--- config.mk ---
export PLATFORM = sky130hd
export DESIGN_NAME = baud_gen_frac
export DESIGN_NICKNAME = d
export VERILOG_FILES = /design/src/rtl/uart_pkg.sv /design/src/rtl/frac_accum.sv /design/src/rtl/baud_gen_frac.sv
export SDC_FILE = /design/constraint.sdc
export NUM_CORES = 1
export LEC_CHECK = 0
export CAP_MARGIN = 40
export CORE_MARGIN = 2
export CORE_UTILIZATION = 39
export CTS_CLUSTER_DIAMETER = 150
export DETAILED_ROUTE_END_ITERATION = 12
export GPL_ROUTABILITY_DRIVEN = 0
export SYNTH_ARGS = -nofsm -noshare
export SYNTH_HDL_FRONTEND = slang
export SYNTH_SLANG_ARGS = --single-unit
--- constraint.sdc ---
create_clock -name clk -period 14.45 [get_ports clk]
set_input_delay 2.89 -clock clk [delete_from_list [all_inputs] [get_ports clk]]
set_output_delay 2.89 -clock clk [all_outputs]
set_load 0.005 [all_outputs]
--- src/rtl/uart_pkg.sv ---
// Shared UART constants and the reset-divisor calculation for the baud generator.
package uart_pkg;

  localparam int unsigned DIV_W_DEF  = 16;
  localparam int unsigned FRAC_W_DEF = 4;
  localparam int unsigned OS_LEGAL_A = 8;
  localparam int unsigned OS_LEGAL_B = 16;

  function automatic bit os_is_legal(int unsigned os);
    return (os == OS_LEGAL_A) || (os == OS_LEGAL_B);
  endfunction

  function automatic int unsigned calc_def_int(int unsigned clk_rate, int unsigned baud,
                                               int unsigned os);
    return clk_rate / (baud * os);
  endfunction

  // Fractional part of clk_rate/(baud*os) in units of 1/2^frac_w.
  function automatic int unsigned calc_def_frac(int unsigned clk_rate, int unsigned baud,
                                                int unsigned os, int unsigned frac_w);
    longint unsigned num;
    num = 64'(clk_rate) << frac_w;
    return 32'((num / 64'(baud * os)) % (64'd1 << frac_w));
  endfunction

endpackage

--- src/rtl/frac_accum.sv ---
// Fractional phase accumulator: the carry out stretches the current period by one clock.
module frac_accum
  import uart_pkg::*;
#(
  parameter int unsigned FRAC_W = FRAC_W_DEF
) (
  input  logic              clk,
  input  logic              reset,
  input  logic              i_clr,
  input  logic              i_step,
  input  logic [FRAC_W-1:0] i_frac,
  output logic              o_extend_c
);

  logic [FRAC_W-1:0] r_acc;
  logic [FRAC_W:0]   w_sum;

  assign w_sum      = {1'b0, r_acc} + {1'b0, i_frac};
  assign o_extend_c = w_sum[FRAC_W];

  always_ff @(posedge clk or posedge reset) begin
    if (reset) begin
      r_acc <= '0;
    end else if (i_clr) begin
      r_acc <= '0;
    end else if (i_step) begin
      r_acc <= w_sum[FRAC_W-1:0];
    end
  end

endmodule

--- src/rtl/baud_gen_frac.sv ---
// Programmable oversample/baud tick generator with fractional divider, boundary-safe
// divisor reload, enable/hold and resync.
module baud_gen_frac
  import uart_pkg::*;
#(
  parameter int unsigned CLOCK_RATE   = 15360000,
  parameter int unsigned DEFAULT_BAUD = 9600,
  parameter int unsigned OVERSAMPLE   = 16,
  parameter int unsigned DIV_W        = DIV_W_DEF,
  parameter int unsigned FRAC_W       = FRAC_W_DEF
) (
  input  logic              clk,
  input  logic              reset,
  input  logic              enable,
  input  logic [DIV_W-1:0]  div_int,
  input  logic [FRAC_W-1:0] div_frac,
  input  logic              div_load,
  input  logic              resync,
  output logic              oversampling_tick,
  output logic              baud_tick,
  output logic              load_pending,
  output logic              cfg_err
);

  localparam int unsigned CNT_W      = DIV_W + 1;
  localparam int unsigned BIT_W      = $clog2(OVERSAMPLE);
  localparam int unsigned DEF_INT_U  = calc_def_int(CLOCK_RATE, DEFAULT_BAUD, OVERSAMPLE);
  localparam int unsigned DEF_FRAC_U = calc_def_frac(CLOCK_RATE, DEFAULT_BAUD, OVERSAMPLE,
                                                     FRAC_W);
  localparam logic [DIV_W-1:0]  DEF_INT  = DIV_W'(DEF_INT_U);
  localparam logic [FRAC_W-1:0] DEF_FRAC = FRAC_W'(DEF_FRAC_U);
  localparam logic [BIT_W-1:0]  BIT_LAST = BIT_W'(OVERSAMPLE - 1);

  if (!os_is_legal(OVERSAMPLE)) begin : g_bad_oversample
    $error("baud_gen_frac: OVERSAMPLE must be 8 or 16");
  end
  if ((DEF_INT_U < 2) || (64'(DEF_INT_U) >= (64'd1 << DIV_W))) begin : g_bad_default
    $error("baud_gen_frac: default integer divisor must lie in [2, 2^DIV_W)");
  end

  logic [DIV_W-1:0]  r_div_int;
  logic [FRAC_W-1:0] r_div_frac;
  logic [DIV_W-1:0]  r_pend_int;
  logic [FRAC_W-1:0] r_pend_frac;
  logic [CNT_W-1:0]  r_os_cnt;
  logic [BIT_W-1:0]  r_bit_cnt;

  logic              w_extend;
  logic [CNT_W-1:0]  w_period;
  logic              w_load_ok;
  logic              w_term;
  logic              w_boundary;
  logic              w_apply;
  logic              w_acc_clr;

  assign w_load_ok  = div_load && (div_int >= DIV_W'(2));
  assign w_period   = {1'b0, r_div_int} + CNT_W'(w_extend);
  // >= keeps an over-long count (divisor shrunk while held) from running away.
  assign w_term     = enable && !resync && (r_os_cnt >= (w_period - CNT_W'(1)));
  assign w_boundary = w_term && (r_bit_cnt == BIT_LAST);
  assign w_apply    = load_pending && (w_boundary || !enable || resync);
  assign w_acc_clr  = resync || w_apply;

  frac_accum #(.FRAC_W(FRAC_W)) u_frac_accum (
    .clk        (clk),
    .reset      (reset),
    .i_clr      (w_acc_clr),
    .i_step     (w_term),
    .i_frac     (r_div_frac),
    .o_extend_c (w_extend)
  );

  always_ff @(posedge clk or posedge reset) begin
    if (reset) begin
      r_div_int         <= DEF_INT;
      r_div_frac        <= DEF_FRAC;
      r_pend_int        <= '0;
      r_pend_frac       <= '0;
      r_os_cnt          <= '0;
      r_bit_cnt         <= '0;
      oversampling_tick <= 1'b0;
      baud_tick         <= 1'b0;
      load_pending      <= 1'b0;
      cfg_err           <= 1'b0;
    end else begin
      oversampling_tick <= w_term;
      baud_tick         <= w_boundary;
      cfg_err           <= div_load && !w_load_ok;

      if (resync) begin
        r_os_cnt  <= '0;
        r_bit_cnt <= '0;
      end else if (enable) begin
        if (w_term) begin
          r_os_cnt  <= '0;
          r_bit_cnt <= w_boundary ? '0 : r_bit_cnt + BIT_W'(1);
        end else begin
          r_os_cnt <= r_os_cnt + CNT_W'(1);
        end
      end

      // A legal load alongside resync bypasses the pending stage entirely.
      if (resync && w_load_ok) begin
        r_div_int    <= div_int;
        r_div_frac   <= div_frac;
        load_pending <= 1'b0;
      end else begin
        if (w_apply) begin
          r_div_int  <= r_pend_int;
          r_div_frac <= r_pend_frac;
        end
        if (w_load_ok) begin
          r_pend_int   <= div_int;
          r_pend_frac  <= div_frac;
          load_pending <= 1'b1;
        end else if (w_apply) begin
          load_pending <= 1'b0;
        end
      end
    end
  end

endmodule
==> results of run 1 <==
==> sequential cells by signal, indices dropped and copies added, names as in the netlist, 4 cells and up <==
register	cells
r_os_cnt	17
r_pend_int	16
r_div_frac	4
r_bit_cnt	4
r_pend_frac	4
u_frac_accum.r_acc	4
r_div_int	16
==> worst paths after layout <==
check | from | to | slack [ns] | cells past startpoint
min in group asynchronous | reset | r_pend_int[11] | 2.85 | 3
max in group asynchronous | reset | r_div_int[2] | 11.04 | 4
setup reg to reg | r_div_frac[0] | r_div_int[8] | 8.79 | 18
setup / recovery | r_div_frac[0] | r_div_int[8] | 8.79 | 18
hold reg to reg | r_pend_int[9] | r_pend_int[9] | 0.50 | 1
hold / removal | r_pend_int[9] | r_pend_int[9] | 0.50 | 1
==> area by class of cell <==
cell class | count | area, um2 | area share
Clock buffer | 11 | 141 | 0.0306
Clock inverter | 4 | 48.8 | 0.0106
Timing Repair Buffer | 32 | 330 | 0.0715
Multi-Input combinational cell | 255 | 2160 | 0.468
Sequential cell | 69 | 1730 | 0.374
Inverter | 11 | 41.3 | 0.00894
Tap cell | 133 | 166 | 0.0360
==> through the flow <==
| stage | instances | cell area (um2) | power, mW |
|---|---|---|---|
| 2_1_floorplan | 343 | 4010 | 0.335 |
| 3_3_place_gp | 499 | 4400 | 0.360 |
| 3_5_place_dp | 500 | 4430 | 0.366 |
| 4_1_cts | 515 | 4620 | 0.522 |
| 5_1_grt | 515 | 4620 | 0.548 |
| 6_report | 515 | 4620 | 0.514 |
==> cells in the final DEF (no fill, tap or decap), types with 6 or more instances in the layout <==
master / n
mux2_4: 18
xnor2_1: 16
mux2_2: 39
clkbuf_8: 10
clkdlybuf4s50_1: 28
nand3_1: 9
nand2_1: 19
nor4_1: 6
inv_1: 10
a21oi_1: 10
nor3_1: 8
ha_1: 25
nand4_1: 6
dfrtp_1: 66
xor2_1: 14
nor2_1: 32
==> cell usage after synthesis, drive strengths merged <==
master    n  area (um2)
a2111oi   1        27.5
a21o      5        37.5
a21oi    10        50.1
a221o     3        41.3
a221oi    2        35.0
a22o      5        43.8
a22oi     1        7.51
a311oi    1        8.76
a31oi     1        6.26
a32o      1        10.0
and2      1        6.26
and3      5        31.3
and4      1        8.76
buf       5        60.1
clkbuf    3        11.3
dfrtp    66        1650
dfstp     3        78.8
fa        1        20.0
ha       25         313
inv      11        41.3
mux2     57         709
mux2i     5        50.1
nand2    20        77.6
nand2b    2        12.5
nand3     9        45.0
nand3b    1        7.51
nand4     6        37.5
nor2     32         120
nor2b     1        6.26
nor3      9        50.1
nor3b     2        20.0
nor4      6        37.5
o2111ai   1        8.76
o21ai     5        25.0
or2       1        6.26
or3       2        12.5
or4       3        26.3
xnor2    16         140
xor2     14         123
==> power by group <==
part / internal, mW / switching [mW] / total, mW
clock: 0.0832 / 0.0695 / 0.153
sequential: 0.220 / 0.0239 / 0.244
combinational: 0.0679 / 0.0495 / 0.117
total: 0.371 / 0.143 / 0.514
==> kinds of logic after synthesis <==
group	count (synthesis)	synth area share
buffers and inverters	19	0.0281
muxes	62	0.190
and+or+nand+nor	101	0.126
AOI/OAI and AO/OA	36	0.0753
xor gates and xnor gates	30	0.0656
adders and majority gates	26	0.0831
DFF	69	0.432
==> layer usage <==
layer | GRT usage | part of all wire | up-vias
met5 | 0 | 0 | -
met3 | 0.0291 | 0.028 | 20
li1 | - | - | 1306
met2 | 0.225 | 0.45 | 48
met4 | 0.0886 | 0.033 | 0
met1 | 0.195 | 0.49 | 1235
==> impl_metrics.tcl, run 1 <==
set metrics [dict create \
    dr.pass1.iters 4 \
    final_util 0.468 \
    port_buffers 28 \
    max_cap_violations 0 \
    critPathBufInv 0 \
    cts_tree "built" \
    routedWlPerCell_um 14.6 \
    fin_nets 429 \
    syn_avg_cell_area_um2 11.7 \
    drive_gt1_frac 0.225 \
    drcViolationCount 0 \
    syn-cell-area_um2 4010 \
    final-setup-viol-count 0 \
    num_antenna_cells 0 \
    core_area_um2 9860 \
    wirelength_um 7540 \
    timing.fmax_mhz 177 \
    path_max_fanout 20 \
    drt_iter0_drc 77 \
    finalSetupTns_ns 0 \
    ctsHtreeMaxLevel 3 \
    status "completed" \
    worst_setup_path_end_kind "flip-flop" \
    vias 2609 \
    start_kind "flip-flop" \
    cpMaxStageDelayCell "or4_1" \
    ios 29 \
    die_height_um 105 \
    syn_inst 343 \
    powerDensity_nw_per_um2 111 \
    finalCriticalPeriod_ns 5.66 \
    dieArea_um2 11100 \
    path_clk_slew_ns 0.07 \
    pre_cts_slack_ns 8.83 \
    hold_path_class "reg -> reg" \
    grt_pass1_wl_um 12800 \
    drtAntennaViolNets 0 \
    start_util 0.406 \
    grt_max_degree 58 \
    grt_use_total 0.148 \
    area_delta_synth_final_pct 15.4 \
    ys_seq_area_frac 0.432 \
    globalRoute.totalOverflow 0 \
    p_leak_nw 2.05 \
    skew_ns 0.0115 \
    cp.arrival_ns 5.89 \
    cp_data_required_time_ns 14.68 \
    clk-insertion-delay-late_ns 0.35 \
    clock-sinks 69 \
    cp_top_family "simple AND/OR/NAND/NOR gates" \
    peakVddDrop_uv 55.6 \
    antenna_found_initial 0 \
    drv_slew 0 \
    hold_buffers 0 \
    worst_slew_pin_slew_ns 0.603 \
    cp_common_cell "ha_1" \
    slowest_delay_ns 0.49 \
    nFillCells 886 \
    synthesis.nets 394 \
    final-hold-violation-count 0 \
    post-route-period-util 0.392 \
    die_w_um 105 \
    maxSlewHeadroom 0.598 \
    yosysWarnings 0 \
    ys_seq_elements 69 \
    crit_chain "ha_1 > fa_1 > a21o_1 > a21oi_1 > ha_1 > ha_1 > nor3b_2 > nand2_1 > or2_1 > or4_4 > or4_1 > ha_1 > nand4_1 > nor2_1 > a221o_1 > a2111oi_4 > a221o_4 > mux2_4" \
    whs_ns 0.504 \
    vias_per_cell 5.07 \
    clk_path_buf_depth 2 \
    grt_pass1_vias 2656 \
    rsz0062_at_grt "false" \
    cts.repair.resized 0 \
    cts_buffers 9 \
    timing.final.ws_setup_ns 8.79 \
    critical_path_class "reg -> reg" \
    cts_setup_buffers 0 \
    dp_hpwl_um 5570 \
    synthDistinctLibCells 50 \
    cts_root_buf "clkbuf_8" \
    core.rowCount 36 \
]
No activity file was read; power rests on OpenSTA's default activity.
==> inputs of run 2 (changes only) <==
Clock period 14.45 ns to 5.4 ns, I/O delays scaled along.
==> run 2 against run 1 <==
Critical path depth up 1. Cell area is 3.7% higher. Register-to-register slack got worse by 8.6 ns. Final cell count increased by 2.1%. Clock power grew to 3.5 times the previous value.
==> impl_metrics.tcl, run 2 (synthesized netlist as in run 1, its figures left out) <==
set metrics [dict create \
    multi_input_comb_area_um2 2220 \
    skew_ns 0.0119 \
    timing.fmax_mhz 192 \
    drt_iter0_drc 64 \
    dr.pass1.iters 4 \
    cp_data_required_time_ns 5.64 \
    final-hold-violation-count 0 \
    area_delta_synth_final_pct 19.7 \
    cts_buffers 9 \
    peakVddDrop_uv 198 \
    pre_cts_slack_ns 0.0849 \
    clk-insertion-delay-late_ns 0.35 \
    grt_pass1_vias 2609 \
    cts_tree "built" \
    finish.instance_area_um2 4790 \
    reg2reg_from "r_div_frac[0]" \
    post-route-period-util 0.965 \
    placed_area_um2 4420 \
    drv_slew 0 \
    timing.final.ws_setup_ns 0.192 \
    cp.arrival_ns 5.45 \
    vias_per_cell 5.19 \
    hold_buffers 0 \
    crit_chain "ha_1 > fa_2 > a21o_1 > a21oi_2 > ha_2 > ha_2 > nor3b_4 > nand2_1 > or2_1 > or4_4 > or4_4 > ha_4 > nand4_1 > nor2_1 > a221o_1 > a2111oi_4 > buf_4 > a221o_4 > mux2_4" \
    final_cell_mix "dfrtp_1, mux2_2, nor2_1" \
    die_height_um 105 \
    vias 2730 \
    cpMaxStageDelayCell "or4_4" \
    antenna_found_initial 0 \
    cts_root_buf "clkbuf_8" \
    rrSetupSlack_ns 0.19 \
    fin_nets 439 \
    start_util 0.406 \
    start_kind "flip-flop" \
    hold_path_class "reg -> reg" \
    grt_max_degree 38 \
    grt_use_total 0.148 \
    ctsHtreeMaxLevel 3 \
    drtAntennaViolNets 0 \
    wirelength_um 8150 \
    ios 29 \
    final-setup-viol-count 0 \
    globalRoute.totalOverflow 0 \
    top_register "r_os_cnt" \
    die_w_um 105 \
    largest_reg_flops 17 \
    grt_pass1_wl_um 13000 \
    clk_path_buf_depth 2 \
    worst_slew_pin_slew_ns 0.785 \
    routedWlPerCell_um 15.5 \
    core.rowCount 36 \
    finalCriticalPeriod_ns 5.21 \
    clock-sinks 69 \
    worst_setup_path_end_kind "flip-flop" \
    r2r.worst_path.cells 19 \
    p_leak_nw 2.12 \
    num_antenna_cells 0 \
    reg_top3 "r_os_cnt (17), r_div_int (16), r_pend_int (16)" \
    holdCritStartpoint "r_pend_int[7]" \
    critical_path_class "reg -> reg" \
    port_buffers 28 \
    slowest_delay_ns 0.51 \
    hold_depth 1 \
    hold_path_end "r_pend_int[7]" \
    max_cap_violations 0 \
    drive_gt1_frac 0.265 \
    status "completed" \
    path_max_fanout 5 \
    layout_commonest_cell "dfrtp_1" \
    layout.area.seq_um2 1730 \
    nFillCells 922 \
    path_clk_slew_ns 0.08 \
    maxSlewHeadroom 0.476 \
    powerDensity_nw_per_um2 318 \
    dieArea_um2 11100 \
    reg2reg_to "r_div_int[14]" \
    core_area_um2 9860 \
    dp_hpwl_um 5740 \
    drcViolationCount 0 \
]
-- run 2: final cells by class --
cell class	count	share of cell area
clock inverter	6	0.0243
timing repair buffer	40	0.0799
tap	133	0.0347
multi-input combinational	257	0.463
sequential	69	0.361
clock buffer	10	0.0287
inverter	11	0.00861
-- run 2: through the flow --
step / power, mW / hold WS [ns] / std cells / setup TNS, ns / util
after floorplan: 0.897 / 0.477 / 343 / 0 / -
after global placement: 0.969 / 0.485 / 501 / 0 / 0.448
after detailed placement: 0.982 / 0.492 / 501 / 0 / 0.448
after CTS: 1.52 / 0.512 / 517 / 0 / 0.474
after global routing: 1.60 / 0.524 / 526 / -0.113 / 0.486
final: 1.53 / 0.507 / 526 / 0 / 0.486
-- run 2: where the power goes --
group	switching, mW	internal [mW]	total (mW)
registers	0.0668	0.589	0.656
logic	0.145	0.194	0.339
clock network	0.207	0.323	0.530
total	0.419	1.11	1.52
-- run 2: worst max path at each step --
stage | depth (start not counted) | slack, ns | to | start
global placement | 18 | 0.19 | r_div_int[14] | r_div_frac[0]
detailed placement | 18 | 0.08 | r_div_int[13] | r_div_frac[0]
finish | 19 | 0.19 | r_div_int[14] | r_div_frac[0]
CTS | 18 | 0.08 | r_div_int[14] | r_div_frac[0]
floorplan | 19 | 0.39 | r_div_frac[3] | r_div_frac[0]
global route | 20 | -0.03 | r_div_int[14] | r_div_frac[0]
-- run 2: worst max-delay path: cells and delay by family (launching register included) --
kind / cells / cell delay [ns]
compound gates: 5 / 1.30
fa+ha+maj: 5 / 1.19
buf+inv: 1 / 0.19
flops: 1 / 0.39
mux: 1 / 0.31
simple gates: 7 / 1.69
-- run 2: timing repair --
item | in CTS | in global routing
endpoints found under the hold margin | 0 | 0
endpoints found under the setup margin | 0 | 37
resized for setup | 0 | 7
buffers inserted | 0 | 7
-- run 2: routing by layer --
layer / vias up / routed length (um) / GRT usage / share of wire
met2: 37 / 3730 / 0.221 / 0.46
met3: 12 / 230 / 0.0371 / 0.028
li1: 1343 / - / - / -
met1: 1338 / 4050 / 0.201 / 0.50
met4: 0 / 144 / 0.0676 / 0.018
met5: - / 0 / 0 / 0
==> variant 1 (settings of run 2) <==
Put one more register stage on the output `oversampling_tick`, cleared by the reset. The value now appears one clock later. The other outputs are not delayed to match.
--- a/src/rtl/baud_gen_frac.sv
+++ b/src/rtl/baud_gen_frac.sv
@@ -32,2 +32,4 @@
   localparam logic [BIT_W-1:0]  BIT_LAST = BIT_W'(OVERSAMPLE - 1);
+
+  logic oversampling_tick_s0;
 
@@ -80,3 +82,3 @@
       r_bit_cnt         <= '0;
-      oversampling_tick <= 1'b0;
+      oversampling_tick_s0 <= 1'b0;
       baud_tick         <= 1'b0;
@@ -85,3 +87,3 @@
     end else begin
-      oversampling_tick <= w_term;
+      oversampling_tick_s0 <= w_term;
       baud_tick         <= w_boundary;
@@ -122,2 +124,10 @@
 
+  always_ff @(posedge clk or posedge reset) begin
+    if (reset) begin
+      oversampling_tick <= '0;
+    end else begin
+      oversampling_tick <= oversampling_tick_s0;
+    end
+  end
+
 endmodule
Check against the original RTL: not equivalent (Yosys sat finds a counterexample within 4 cycles, from zero or initial values and one cycle with reset high).
==> variant 1 against run 2 <==
Area after synthesis rose by 0.62%. Clock power fell by 22%. Wire length fell by 1.7%. Hold slack got worse by 0.16 ns. Critical path depth did not move. Clock skew barely moved. Sequential cell count rose by 1. Design area fell by 0.86%. Utilization fell by 1.9 points. Worst setup slack got worse by 0.0097 ns. Sequential power rose by 1%. Total power fell by 7.4%. Critical endpoint is now r_div_frac[3]. Largest cell class unchanged. Largest power group unchanged.
==> variant 1: results (changes against run 2) <==
Global routing
  • Overall fraction of global-route tracks in use: 0.1471 (-0.0005893)
  • Largest net degree at the start of global routing: 43 (+13%)
  • First-pass GRT wire length: 12.93 mm (-0.16%)
  • Met2 GRT Util: 0.2184 (-0.002765)
  • Vias in the first global route: 2600 (-0.34%)
  • GR Layer Usage met3: 0.03154 (-0.005566)
  • Grt met1 use: 0.2121 (+0.01135)

STA
  • Rel. slew slack: 0.5518 (+0.07582)
  • Worst clock skew: 0.01173 ns (-0.0001567 ns)
  • Final Critical Period: 5.218 ns (+0.009665 ns)
  • Final Hold Slack: 0.3507 ns (-0.1558 ns)

Routing
  • Met2 wire length: 3.586 mm (-3.8%)
  • Routed wl met3: 231 um (+0.43%)
  • First-pass detailed-route iteration total: 4 (unchanged)
  • Wire per inst: 15.14 um (-2.3%)
  • Number of DRC markers in iteration 0: 95 (+48%)
  • Metal-1 WL: 4.058 mm (+0.27%)
  • Uppermost routed layer: met4
  • Vias after detailed routing: 2731 (+0.037%)
  • Post-route ant nets: 0 (unchanged)
  • Final wirelength: 8.011 mm (-1.7%)

Synth
  • Largest cells by area after synthesis: dfrtp_1 (42%), mux2_2 (11%), ha_1 (7.8%), mux2_4 (6.7%), xnor2_1 (3.5%)
  • Post-Synth XOR/XNOR Area: 0.06520 (-0.0004074)
  • Async set-reset flop share out of synthesis: 1.000 (unchanged)
  • Post-synthesis cell count: 344 (+0.29%)
  • Synth cell types: 50 (unchanged)
  • Post-synthesis mux area share: 0.1885 (-0.001177)
  • Most frequent cells after synthesis: dfrtp_1 (67), mux2_2 (39), nor2_1 (32), ha_1 (25), nand2_1 (19)
  • Synth Area in Compound Gates: 0.07482 (-0.0004675)
  • Adder-cell share of the synthesized area: 0.08258 (-0.0005160)
  • Syn_nets: 395 (+0.25%)
  • Seq/Total Area, Yosys: 0.4356 (+0.003527)

Power
  • Worst VDD drop: 0.1612 mV (-19%)
  • Sw Ratio: 0.2928 (+0.01827)
  • Sequential Power: 0.000663 W (+1%)
  • Comb pwr share: 0.237 (+0.014)
  • Pleak: 2.107 nW (-0.68%)
  • Power Density: 297.2 nW/um^2 (-6.6%)

Setup path
  • Critical R2R Capture: r_div_frac[3]
  • Critical path's top delay family: simple AND/OR/NAND/NOR gates
  • Crit path DAT: 5.45 ns (about the same)
  • R2r startpoint: r_div_frac[0]

Placement
  • HPWL Detailed: 5.566 mm (-3.1%)
  • Post-place instance area: 4447 um^2 (+0.65%)
  • Dpl cells: 505 (+0.80%)
  • Dpl ws: 0.1033 ns (+0.01837 ns)

Min path
  • WHS Path Cells: 0 (-1)
  • Hold wc startpoint: oversampling_tick_s0
  • Hold Path End: oversampling_tick

Status
  • Status: finished, final reports clean

Layout
  • Layout cells sized above 1: 0.2595 (-0.005089)
  • Post-layout net count: 439 (unchanged)

Clock tree
  • Clk slew on worst S/H paths: 0.07 ns
## variant 1: layout make-up
| class | instances | area [um^2] |
|---|---|---|
| fill | 952 | 5433 |
| multi-input combinational | 257 | 2220 |
| sequential | 70 | 1755 |
| timing repair buffer | 39 | 375.4 |
| tap | 136 | 170.2 |
| clock buffer | 10 | 127.6 |
| clock inverter | 6 | 62.56 |
| inverter | 11 | 41.29 |
## variant 1: worst max path at each step
stage	cells past startpoint	to	startpoint
final	19	r_div_frac[3]	r_div_frac[0]
after global routing	19	r_div_frac[3]	r_div_frac[0]
after CTS	18	r_div_frac[1]	r_div_frac[0]
after detailed placement	18	r_div_int[13]	r_div_frac[0]
after global placement	18	r_div_int[12]	r_div_frac[0]
after floorplan	19	r_div_frac[3]	r_div_frac[0]
## variant 1: timing repair
action	CTS	global route
endpoints found under the setup margin	0	35
setup buffers	0	6
resized for setup	0	7
hold endpoints to repair	0	0
==> variant 2 (flow settings as in run 2) <==
Made on the original files. `FRAC_W_DEF`: 4 -> 3.
--- a/src/rtl/uart_pkg.sv
+++ b/src/rtl/uart_pkg.sv
@@ -4,3 +4,3 @@
   localparam int unsigned DIV_W_DEF  = 16;
-  localparam int unsigned FRAC_W_DEF = 4;
+  localparam int unsigned FRAC_W_DEF = 3;
   localparam int unsigned OS_LEGAL_A = 8;
Interface: changed (resized div_frac); port bits go from 29 to 28. The function was not compared with the original's and may differ.
==> variant 2 against run 2 <==
Maximum frequency is 17% higher. Design area is 11% lower. Largest cell class unchanged. Worst setup slack better by 0.76 ns. Sequential power is 10% lower. Wire length is 11% lower. Sequential cell count is 3 lower. Critical path depth is 3 lower. Area after synthesis is 9.0% lower. Count of clock-buffer cells in the layout is 1 lower. Critical endpoint is now r_os_cnt[13]. Total power is 21% lower.
==> variant 2: results (changes against run 2) <==
Global routing
  • Overall fraction of global-route tracks in use: 0.1589 (+0.01118)
  • First-pass GRT wire length: 12.62 mm (-2.6%)

Layout
  • Fin util: 0.4667 (-0.01921)
  • NonClk Buf Share: 0.07850 (-0.001374)
  • Layout cells sized above 1: 0.1212 (-0.1434)
  • Fillers: 869 (-5.7%)
  • Post-layout net count: 440 (+0.23%)
  • Multi-In Gates: 270 (+5.1%)
  • Non-clock buffer count: 32 (-20%)

Setup path
  • CP Capture Point: r_os_cnt[13]
  • Slowest cell on crit path: o21ai_2

Synth
  • Largest cells by area after synthesis: dfrtp_1 (43%), ha_1 (8.2%), mux2i_1 (6.0%), mux2_2 (5.9%), nor2_1 (5.6%)
  • Flop and latch count out of synthesis: 66 (-4.3%)
  • Post-synthesis cell count: 360 (+5.0%)

Status
  • Status: finished, final reports clean

Power
  • Worst VDD drop: 0.1827 mV (-7.7%)
  • Flop pwr share: 0.490 (+0.060)
  • Power Density: 281.4 nW/um^2 (-12%)
  • Internal power: 0.0008569 W (-23%)

Routing
  • Vias after detailed routing: 2619 (-4.1%)
  • Final wirelength: 7.243 mm (-11%)
  • Number of DRC markers in iteration 0: 55 (-14%)

Die
  • TAP cells: 111 (-17%)

STA
  • Worst clock skew: 0.008183 ns (-0.003704 ns)
  • Worst Max-Slew Pin Slew: 0.5520 ns (-0.2329 ns)

Placement
  • Dpl ws: 0.8522 ns (+0.7673 ns)
  • HPWL Detailed: 5.307 mm (-7.6%)
  • PortBufs: 27 (-3.6%)
variant 2: cell types whose count changed after synthesis, sizes merged, moves of 3 or more:
cell and change:
a21o -4, a21oi +23, a221o -3, a22o -5, and3 -3, clkbuf +6, dfrtp -3, mux2 -38
mux2i +17, nor2 +22, nor3 -3, o21ai +3
variant 2: routing by layer:
| layer | up-vias | share of wire | track usage |
|---|---|---|---|
| met4 | 0 | 0.017 | 0.06639 |
| met1 | 1251 | 0.52 | 0.2319 |
| li1 | 1319 | - | - |
| met5 | - | 0 | 0 |
| met2 | 38 | 0.44 | 0.2338 |
| met3 | 11 | 0.027 | 0.02566 |
variant 2: cell families after synthesis:
kind of cell / after synthesis / synth area share
XOR/XNOR: 29 / 0.06969
multiplexers: 41 / 0.1191
AO/OA/AOI/OAI: 53 / 0.08858
flip-flops: 66 / 0.4542
buffers and inverters: 24 / 0.02712
adder cells (fa/ha/maj): 25 / 0.08788
AND/OR/NAND/NOR: 122 / 0.1535
